### config.mk
export PLATFORM = sky130hd
export DESIGN_NAME = prog_loader
export DESIGN_NICKNAME = d
export VERILOG_FILES = /design/src/rtl/pampy_loader_pkg.sv /design/src/rtl/prog_mem_ram.sv /design/src/rtl/prog_loader.sv
export SDC_FILE = /design/constraint.sdc
export NUM_CORES = 2
export LEC_CHECK = 0
export CAP_MARGIN = 20
export CORE_ASPECT_RATIO = 2
export CORE_UTILIZATION = 50
export CTS_BUF_LIST = sky130_fd_sc_hd__clkbuf_4
export DETAILED_ROUTE_END_ITERATION = 10
export PLACE_DENSITY = 0.7
export SYNTH_ARGS = -nofsm -noshare
export SYNTH_HDL_FRONTEND = slang
export SYNTH_HIERARCHICAL = 1
export SYNTH_SLANG_ARGS = --single-unit
export TNS_END_PERCENT = 20
### constraint.sdc
create_clock -name general_clk -period 10.7 [get_ports general_clk]
set_input_delay 1.605 -clock general_clk [delete_from_list [all_inputs] [get_ports general_clk]]
set_output_delay 1.605 -clock general_clk [all_outputs]
set_load 0.02 [all_outputs]
### src/rtl/pampy_loader_pkg.sv
// Shared definitions for the program loader: default widths and the loader FSM state encoding.
// The LOAD_CSUM state only exists when PROG_LOADER_CHECKSUM_EN is defined.
package pampy_loader_pkg;

    localparam int DEF_DATA_WIDTH  = 8;
    localparam int DEF_ADDR_WIDTH  = 12;
    localparam int DEF_INSTR_WIDTH = 16;

`ifdef PROG_LOADER_CHECKSUM_EN
    typedef enum logic [2:0] {
        S_IDLE      = 3'd0,
        S_LOAD_HI   = 3'd1,
        S_LOAD_LO   = 3'd2,
        S_RUN       = 3'd3,
        S_ERROR     = 3'd4,
        S_LOAD_CSUM = 3'd5
    } state_t;
`else
    typedef enum logic [2:0] {
        S_IDLE    = 3'd0,
        S_LOAD_HI = 3'd1,
        S_LOAD_LO = 3'd2,
        S_RUN     = 3'd3,
        S_ERROR   = 3'd4
    } state_t;
`endif

endpackage

### src/rtl/prog_mem_ram.sv
// Program memory: one synchronous write port, one synchronous read port.
// Contents are deliberately not reset so a program survives a reload that writes fewer words.
module prog_mem_ram #(
    parameter int WIDTH = 16,
    parameter int DEPTH = 256,
    parameter int AW    = 8
) (
    input  logic             clk_i,
    input  logic             we_i,
    input  logic [AW-1:0]    waddr_i,
    input  logic [WIDTH-1:0] wdata_i,
    input  logic             re_i,
    input  logic [AW-1:0]    raddr_i,
    output logic [WIDTH-1:0] rdata_o
);

    logic [WIDTH-1:0] mem_q [DEPTH];
    logic [WIDTH-1:0] rdata_q;

    always_ff @(posedge clk_i) begin
        if (we_i) begin
            mem_q[waddr_i] <= wdata_i;
        end
        if (re_i) begin
            rdata_q <= mem_q[raddr_i];
        end
    end

    assign rdata_o = rdata_q;

endmodule

### src/rtl/prog_loader.sv
// Byte-stream program loader: packs byte pairs into words, holds the core in reset until a
// clean load finishes, then serves PC fetches. Define PROG_LOADER_CHECKSUM_EN for a trailing checksum byte.
module prog_loader
    import pampy_loader_pkg::*;
#(
    parameter int DATA_WIDTH        = DEF_DATA_WIDTH,
    parameter int ADDR_WIDTH        = DEF_ADDR_WIDTH,
    parameter int INSTRUCTION_WIDTH = 2 * DATA_WIDTH,
    parameter int MEM_DEPTH         = 256
) (
    input  logic                         general_clk,
    input  logic                         general_reset,
    input  logic                         LOAD_START,
    input  logic [DATA_WIDTH-1:0]        LOAD_DATA,
    input  logic                         LOAD_VALID,
    output logic                         LOAD_READY,
    input  logic                         LOAD_LAST,
    input  logic                         FETCH_REQ,
    input  logic [ADDR_WIDTH-1:0]        FETCH_ADDR,
    output logic [INSTRUCTION_WIDTH-1:0] FETCH_DATA,
    output logic                         FETCH_VALID,
    output logic                         CPU_RESET_OUT,
    output logic [ADDR_WIDTH-1:0]        LOAD_COUNT,
    output logic                         LOAD_ERROR,
    output logic [2:0]                   DBG_STATE
);

    localparam int MAW = (MEM_DEPTH > 1) ? $clog2(MEM_DEPTH) : 1;

    // Handshake: a byte moves on a rising edge where LOAD_VALID and LOAD_READY are both 1;
    // LOAD_READY is registered and never depends on LOAD_VALID.
    state_t                  state_q, state_d;
    logic [DATA_WIDTH-1:0]   hi_q, hi_d;
    logic [ADDR_WIDTH-1:0]   ptr_q, ptr_d;
    logic                    ready_q, ready_d;
    logic                    cpu_run_q, cpu_run_d;
    logic                    err_q, err_d;
    logic                    fetch_v_q, fetch_oob_q;
    logic                    mem_we;
    logic                    xfer;
    logic                    at_last_addr;
    logic                    fetch_oob;
    logic [INSTRUCTION_WIDTH-1:0] ram_rdata;
`ifdef PROG_LOADER_CHECKSUM_EN
    logic [DATA_WIDTH-1:0]   sum_q, sum_d;
`endif

    assign xfer         = LOAD_VALID && ready_q;
    assign at_last_addr = (ptr_q == ADDR_WIDTH'(MEM_DEPTH - 1));
    assign fetch_oob    = ({1'b0, FETCH_ADDR} >= (ADDR_WIDTH + 1)'(MEM_DEPTH));

    always_comb begin
        state_d = state_q;
        hi_d    = hi_q;
        ptr_d   = ptr_q;
        mem_we  = 1'b0;
`ifdef PROG_LOADER_CHECKSUM_EN
        sum_d   = sum_q;
`endif
        // A start request wins over any byte offered in the same cycle.
        if (LOAD_START) begin
            state_d = S_LOAD_HI;
            ptr_d   = '0;
`ifdef PROG_LOADER_CHECKSUM_EN
            sum_d   = '0;
`endif
        end else if (xfer) begin
            case (state_q)
                S_LOAD_HI: begin
                    hi_d    = LOAD_DATA;
                    state_d = LOAD_LAST ? S_ERROR : S_LOAD_LO;
`ifdef PROG_LOADER_CHECKSUM_EN
                    sum_d   = sum_q + LOAD_DATA;
`endif
                end
                S_LOAD_LO: begin
                    mem_we = 1'b1;
                    ptr_d  = ptr_q + ADDR_WIDTH'(1);
`ifdef PROG_LOADER_CHECKSUM_EN
                    sum_d  = sum_q + LOAD_DATA;
                    if (LOAD_LAST) state_d = S_LOAD_CSUM;
`else
                    if (LOAD_LAST) state_d = S_RUN;
`endif
                    else if (at_last_addr) state_d = S_ERROR;
                    else state_d = S_LOAD_HI;
                end
`ifdef PROG_LOADER_CHECKSUM_EN
                S_LOAD_CSUM: begin
                    state_d = (LOAD_DATA == sum_q) ? S_RUN : S_ERROR;
                end
`endif
                default: begin
                    state_d = state_q;
                end
            endcase
        end

`ifdef PROG_LOADER_CHECKSUM_EN
        ready_d = (state_d == S_LOAD_HI) || (state_d == S_LOAD_LO) || (state_d == S_LOAD_CSUM);
`else
        ready_d = (state_d == S_LOAD_HI) || (state_d == S_LOAD_LO);
`endif
        cpu_run_d = (state_d == S_RUN);
        err_d     = (state_d == S_ERROR);
    end

    always_ff @(posedge general_clk or negedge general_reset) begin
        if (!general_reset) begin
            state_q     <= S_IDLE;
            hi_q        <= '0;
            ptr_q       <= '0;
            ready_q     <= 1'b0;
            cpu_run_q   <= 1'b0;
            err_q       <= 1'b0;
            fetch_v_q   <= 1'b0;
            fetch_oob_q <= 1'b0;
`ifdef PROG_LOADER_CHECKSUM_EN
            sum_q       <= '0;
`endif
        end else begin
            state_q     <= state_d;
            hi_q        <= hi_d;
            ptr_q       <= ptr_d;
            ready_q     <= ready_d;
            cpu_run_q   <= cpu_run_d;
            err_q       <= err_d;
            fetch_v_q   <= FETCH_REQ && (state_q == S_RUN);
            fetch_oob_q <= fetch_oob;
`ifdef PROG_LOADER_CHECKSUM_EN
            sum_q       <= sum_d;
`endif
        end
    end

    prog_mem_ram #(
        .WIDTH(INSTRUCTION_WIDTH),
        .DEPTH(MEM_DEPTH),
        .AW   (MAW)
    ) u_ram (
        .clk_i  (general_clk),
        .we_i   (mem_we),
        .waddr_i(ptr_q[MAW-1:0]),
        .wdata_i({hi_q, LOAD_DATA}),
        .re_i   (FETCH_REQ && (state_q == S_RUN) && !fetch_oob),
        .raddr_i(FETCH_ADDR[MAW-1:0]),
        .rdata_o(ram_rdata)
    );

    // The RAM output register is unreset and may hold stale data; gate it with the registered qualifiers.
    assign FETCH_DATA    = (fetch_v_q && !fetch_oob_q) ? ram_rdata : '0;
    assign FETCH_VALID   = fetch_v_q;
    assign LOAD_READY    = ready_q;
    assign CPU_RESET_OUT = cpu_run_q;
    assign LOAD_ERROR    = err_q;
    assign LOAD_COUNT    = ptr_q;
    assign DBG_STATE     = state_q;

endmodule
## Yosys cells after proc, flatten, opt, wreduce, memory -nomap -nowiden

Memory sizes are Yosys's and may differ from the RTL's. A register that Yosys moved wholly into a read port is not among the register bits.
Index checks and enable logic that the tools add are counted.

- Eq/ne operators: 8
- Magnitude comparators: 1
- Bitwise operators: 1
- $add $sub $neg: 1
- Muxes and demuxes: 15
- Reductions and logical operators: 11

Operators with widths:

| kind | number |
|---|---|
| 12-bit two-way mux | 3 |
| 16-bit two-way mux | 1 |
| 3-bit two-way mux | 5 |
| 12-bit by 1-bit adder with 12-bit output (second input constant) | 1 |
| 12-bit by 8-bit == test with 1-bit output (second input constant) | 1 |
| 3-bit by 2-bit == test with 1-bit output (second input constant) | 4 |
| 12-bit by 9-bit >= comparator with 1-bit output (second input constant) | 1 |
| 3-bit by 1-bit == test with 1-bit output (second input constant) | 2 |
| 3-bit one-hot mux with 2 select lines | 1 |
| 1-bit two-way mux | 5 |
| 1-bit logical AND | 4 |
| 2-bit nonzero test | 2 |
| 3-bit == test (second input constant) | 1 |
| 3-bit AND reduction | 1 |
| 1-bit zero test | 2 |
| 2-bit AND reduction | 1 |
| 1-bit logical OR | 1 |
| 1-bit NOT | 1 |

- Bits in registers: 28
- Memories: 1
- RAM bits: 4096

Memory list:

| memory | words | bits a word | rd ports | clocked after memory_dff | wr ports | line | RTL |
|---|---|---|---|---|---|---|---|
| u_ram.mem_q | 256 | 16 | 1 | 1 | 1 | prog_mem_ram.sv:17 | `logic [WIDTH-1:0] mem_q [DEPTH];` |

## Logic depth before layout (Yosys ltp)

- Depth in word-level cells: 8
- Depth in mapped cells: 12
- Depth with buffers taken out: 6

## Cells and area by module

Netlist, hierarchy kept.

By module, submodules not included:

| module | seq. area each (µm²) | cells each | times used | area an instance (µm²) |
|---|---|---|---|---|
| prog_mem_ram | 123478.4 | 7360 | 1 | 158874.9 |
| prog_loader | 700.7 | 134 | 1 | 1417.6 |

## Worst setup path after synthesis

OpenSTA, ideal clock, no wires.

- Path kind: input to register
- Start: input port LOAD_VALID
- End: memory u_ram.mem_q[234][0] (enable)
- Data arrival time: 3813 ps
- Setup slack: 6498 ps
- Cell stages on the path: 9
- Required time: 10311 ps
- Path buffers: 4
- Cell sequence: and2_1 -> clkbuf_1 -> nand2_1 -> nor2_1 -> clkbuf_1 -> clkbuf_1 -> nand3_1 -> clkbuf_1 -> nor2_1

- Cells in the longest elaborated chain, start to end: 5

RTL lines:

| item | line | RTL |
|---|---|---|
| from (decl) | prog_loader.sv:15 | `input logic LOAD_VALID,` |
| 1-bit logical AND | prog_loader.sv:48 | `assign xfer = LOAD_VALID && ready_q;` |
| 1-bit two-way mux | prog_loader.sv:67 | `end else if (xfer) begin` |
| 1-bit two-way mux | prog_loader.sv:61 | `if (LOAD_START) begin` |
| named net mem_we | prog_loader.sv:39 | `logic mem_we;` |
| 1-bit two-way mux | prog_mem_ram.sv:21 | `if (we_i) begin` |
| 1-bit two-way mux (not written as such) | prog_mem_ram.sv:22 | `mem_q[waddr_i] <= wdata_i;` |
| to (decl) | prog_mem_ram.sv:17 |  |

The timed path passes the listed nets, and every way through them passes these cells.

## Worst setup path in the final report

- Start: input port FETCH_ADDR[1]
- End: register u_ram.rdata_q[5], in the netlist u_ram/rdata_o[5], read port of u_ram.mem_q (data pin)

- Cells in the longest elaborated chain, start to end: 3

RTL lines:

| item | line | RTL |
|---|---|---|
| from (decl) | prog_loader.sv:19 | `input logic [ADDR_WIDTH-1:0] FETCH_ADDR,` |
| 12-bit by 9-bit >= comparator with 1-bit output | prog_loader.sv:50 | `assign fetch_oob = ({1'b0, FETCH_ADDR} >= (ADDR_WIDTH + 1)'(MEM_DEPTH));` |
| 1-bit zero test | prog_loader.sv:145 | `.re_i (FETCH_REQ && (state_q == S_RUN) && !fetch_oob),` |
| 1-bit logical AND | prog_loader.sv:145 |  |
| to (decl) | prog_mem_ram.sv:18 | `logic [WIDTH-1:0] rdata_q;` |

Parallel ways exist; a longest one is shown, timed or not.
A chain may end at the register's enable or synchronous reset.

==> impl_metrics.yaml <==
logic_synthesis:
  yosysMostFrequentCell: "edfxtp_1"
  synthesis.area_mm2: 0.1603
  synth_common_cells: "edfxtp_1, mux4_2, mux2i_1"
  synth-main-ff-cell: "edfxtp_1"
  ys_ff_latch: 4140
  ys_top_cells_by_area: "edfxtp_1, mux4_2, mux2i_1, o221ai_1, nor2_1"
  synth_nets: 7521
  ys_warn_count: 6
  ys_types: 65
  synth_top_area_cell: "edfxtp_1"
  avgSynthCellArea_um2: 21.39
  netlist_instances: 7494
  async_flop_share_pct: 0.6763
  yosysTopAreaCellShare_pct: 77.03
  yosysSeqAreaShare_pct: 77.47
  synth_edf_count: 4112
placed_design:
  gp_congestion: 0.9955
  dp.cells: 11620
  port_buffers: 60
  placed_area_mm2: 0.1669
  dp_hpwl_mm: 268.6
route:
  vias: 83040
  drc: 0
  drt_pass1_iterations: 6
  routedWlPerCell_um: 33.31
  viasPerCell: 6.329
  finalWirelength_mm: 437.0
  drtAntennaViolNets: 0
  drt_iter0_markers: 9360
clock_network:
  htree_levels: 6
  cts_inserted_buffers: 842
  cts_root_buf: "clkbuf_4"
  cts_tree: "built"
  clock_sink_count: 4140
  ctsHoldBuffers: 0
  clock_path_buffers: 4
  cts_setup_buffers: 0
  cts_resized: 0
  insertion_delay_ns: 1.54
  clkTransAtPathRegs_ns: 0.07
pwr:
  p_int_uw: 25110
  p_clk_share_pct: 33.8
  seqPwrFrac_pct: 58.3
  switchingPower_uw: 8100
  combinationalPowerShare_pct: 7.8
  power.density_mw_per_mm2: 187.0
  max-vdd-ir-drop_mv: 0.2254
  power_uw: 33210
  swShare_pct: 24.39
  p_leak_uw: 0.05699
critical_path:
  required_ns: 11.94
  cp-end-kind: "flip-flop"
  reg2reg_from: "DBG_STATE[0]"
  startpoint_type: "input port"
  cp.arrival_ns: 6.70
  ff2ff_setup_slack_ns: 6.21
  r2r_cells: 7
  cp_max_fo: 113
  crit_start: "FETCH_ADDR[1]"
  path_class: "in2reg"
final_layout:
  num-nets-final: 8377
  area_growth_pct: 10.82
  nFillCells: 23340
  design_area_mm2: 0.1776
  seq_area_mm2: 0.1242
  drive_above_1_share_pct: 29.72
  multiInputGateArea_mm2: 0.03357
  fin_cells: 13120
timing:
  skew_ns: 0.1400
  hold_viol_final: 0
  min_period_over_period_pct: 51.06
  setup_viol: 0
  slew_headroom_pct: -0.8386
  worst-slew-pin-transition_ns: 1.513
  fin_crit_ns: 5.464
  fin_tns_setup_ns: 0
  rsz0062_at_grt: "false"
  finalHoldWorstSlack_ns: 0.2986
  max_freq_mhz: 183.0
  finalMaxSlewViolations: 1
global_route:
  grt_pass1_vias: 85350
  grt_usage_pct: 27.00
  grt-ovfl-total: 0
  antenna_found_initial: 17
  grt_max_degree: 194
  grt_pass1_wl_mm: 616.8
worst_hold_path:
  hp-class: "in2async"
floorplan:
  core.rowCount: 293
  die_h_um: 802.7
  dieArea_mm2: 0.3230
  initial_core_util_pct: 50.32
  die_x_um: 402.4
  core_region_area_mm2: 0.3186
  io_pins: 61
outcome:
  status: "finished with violations"
  violations: "slew limit"
job:
  maxCapViolCount: 0
flip-flops by register name (all words and copies together) (netlist names):
name and count:
u_ram/mem_q 4096, u_ram/rdata_o 16, LOAD_COUNT 12, hi_q 8
DBG_STATE 3, CPU_RESET_OUT 1, FETCH_VALID 1, LOAD_ERROR 1
LOAD_READY 1, fetch_oob_q 1
critical path, stage by stage:
cell      delay (ns)
buf_8           0.40
buf_12          0.60
buf_4           0.70
mux4_2          0.44
mux2_2          0.28
a221oi_1        1.22
o31ai_1         0.47
o32ai_1         0.59
nor4_1          0.17
placed cells by master (no fill, tap or decap), drive strengths merged, types with 28 or more instances in the layout:
cell,synthesis,layout
clkdlybuf4s50,0,46
a21oi,178,178
nand3,46,46
mux2,96,96
clkbuf,232,1207
edfxtp,4112,4112
o221ai,253,253
a22oi,43,43
clkinv,0,231
a22o,32,32
o21ai,40,40
dfrtp,28,28
mux2i,566,566
nor2,324,324
nand4,28,28
buf,224,419
mux4,797,797
nor3,92,92
a221oi,28,28
nand2,45,45
o22ai,148,148
power groups by stage:
| stage | Sequential, µW | Clock (µW) | Combinational (µW) |
|---|---|---|---|
| CTS | 19500 | 11500 | 2460 |
| global placement | 19800 | 0 | 2350 |
| global route | 19400 | 12100 | 2700 |
| floorplan | 20300 | 0 | 879 |
| detailed placement | 19800 | 0 | 2460 |
| finish | 19400 | 11200 | 2610 |
area by class of cell:
cell class	count	area share [%]
sequential	4140	69.92
multi-input combinational	2892	18.90
clock buffer	1204	5.088
tap	4130	2.909
timing repair buffer	468	2.347
clock inverter	264	0.7924
antenna	16	0.02254
inverter	6	0.01972
through the flow:
stage               setup WS [ns]  util, %
floorplan                   6.498        -
global placement            3.884    52.34
detailed placement          4.107    52.40
CTS                         5.421    55.68
global route                5.397    55.76
finish                      5.236    55.76
final timing paths:
path                                       to
max in group asynchronous             hi_q[7]
max                          u_ram/rdata_o[5]
min                               fetch_oob_q
min reg2reg                    LOAD_COUNT[11]
min in group general_clk   u_ram/mem_q[17][2]
max reg2reg                u_ram/mem_q[35][4]
metal layers:
| metal | GRT usage (%) | vias to the layer above | wire (µm) |
|---|---|---|---|
| met3 | 4.845 | 1183 | 33980 |
| met2 | 45.99 | 4524 | 224100 |
| met4 | 22.10 | 10 | 40340 |
| li1 | - | 34030 | - |
| met5 | 0.2825 | - | 194 |
| met1 | 29.48 | 43290 | 138300 |
cells by family (layout without fill, tap and decap cells):
| kind of cell | Yosys count | in the layout | synth area share, % |
|---|---|---|---|
| DFF | 4140 | 4140 | 77.47 |
| muxes | 1459 | 1459 | 15.41 |
| AOI/OAI and AO/OA | 793 | 793 | 3.534 |
| and+or+nand+nor | 628 | 628 | 1.829 |
| buffers and inverters | 462 | 1942 | 1.692 |
| xor gates and xnor gates | 11 | 11 | 0.06010 |
| adders and majority gates | 1 | 1 | 0.007804 |
| other | 0 | 16 | 0 |
No activity file was read; power rests on OpenSTA's default activity.
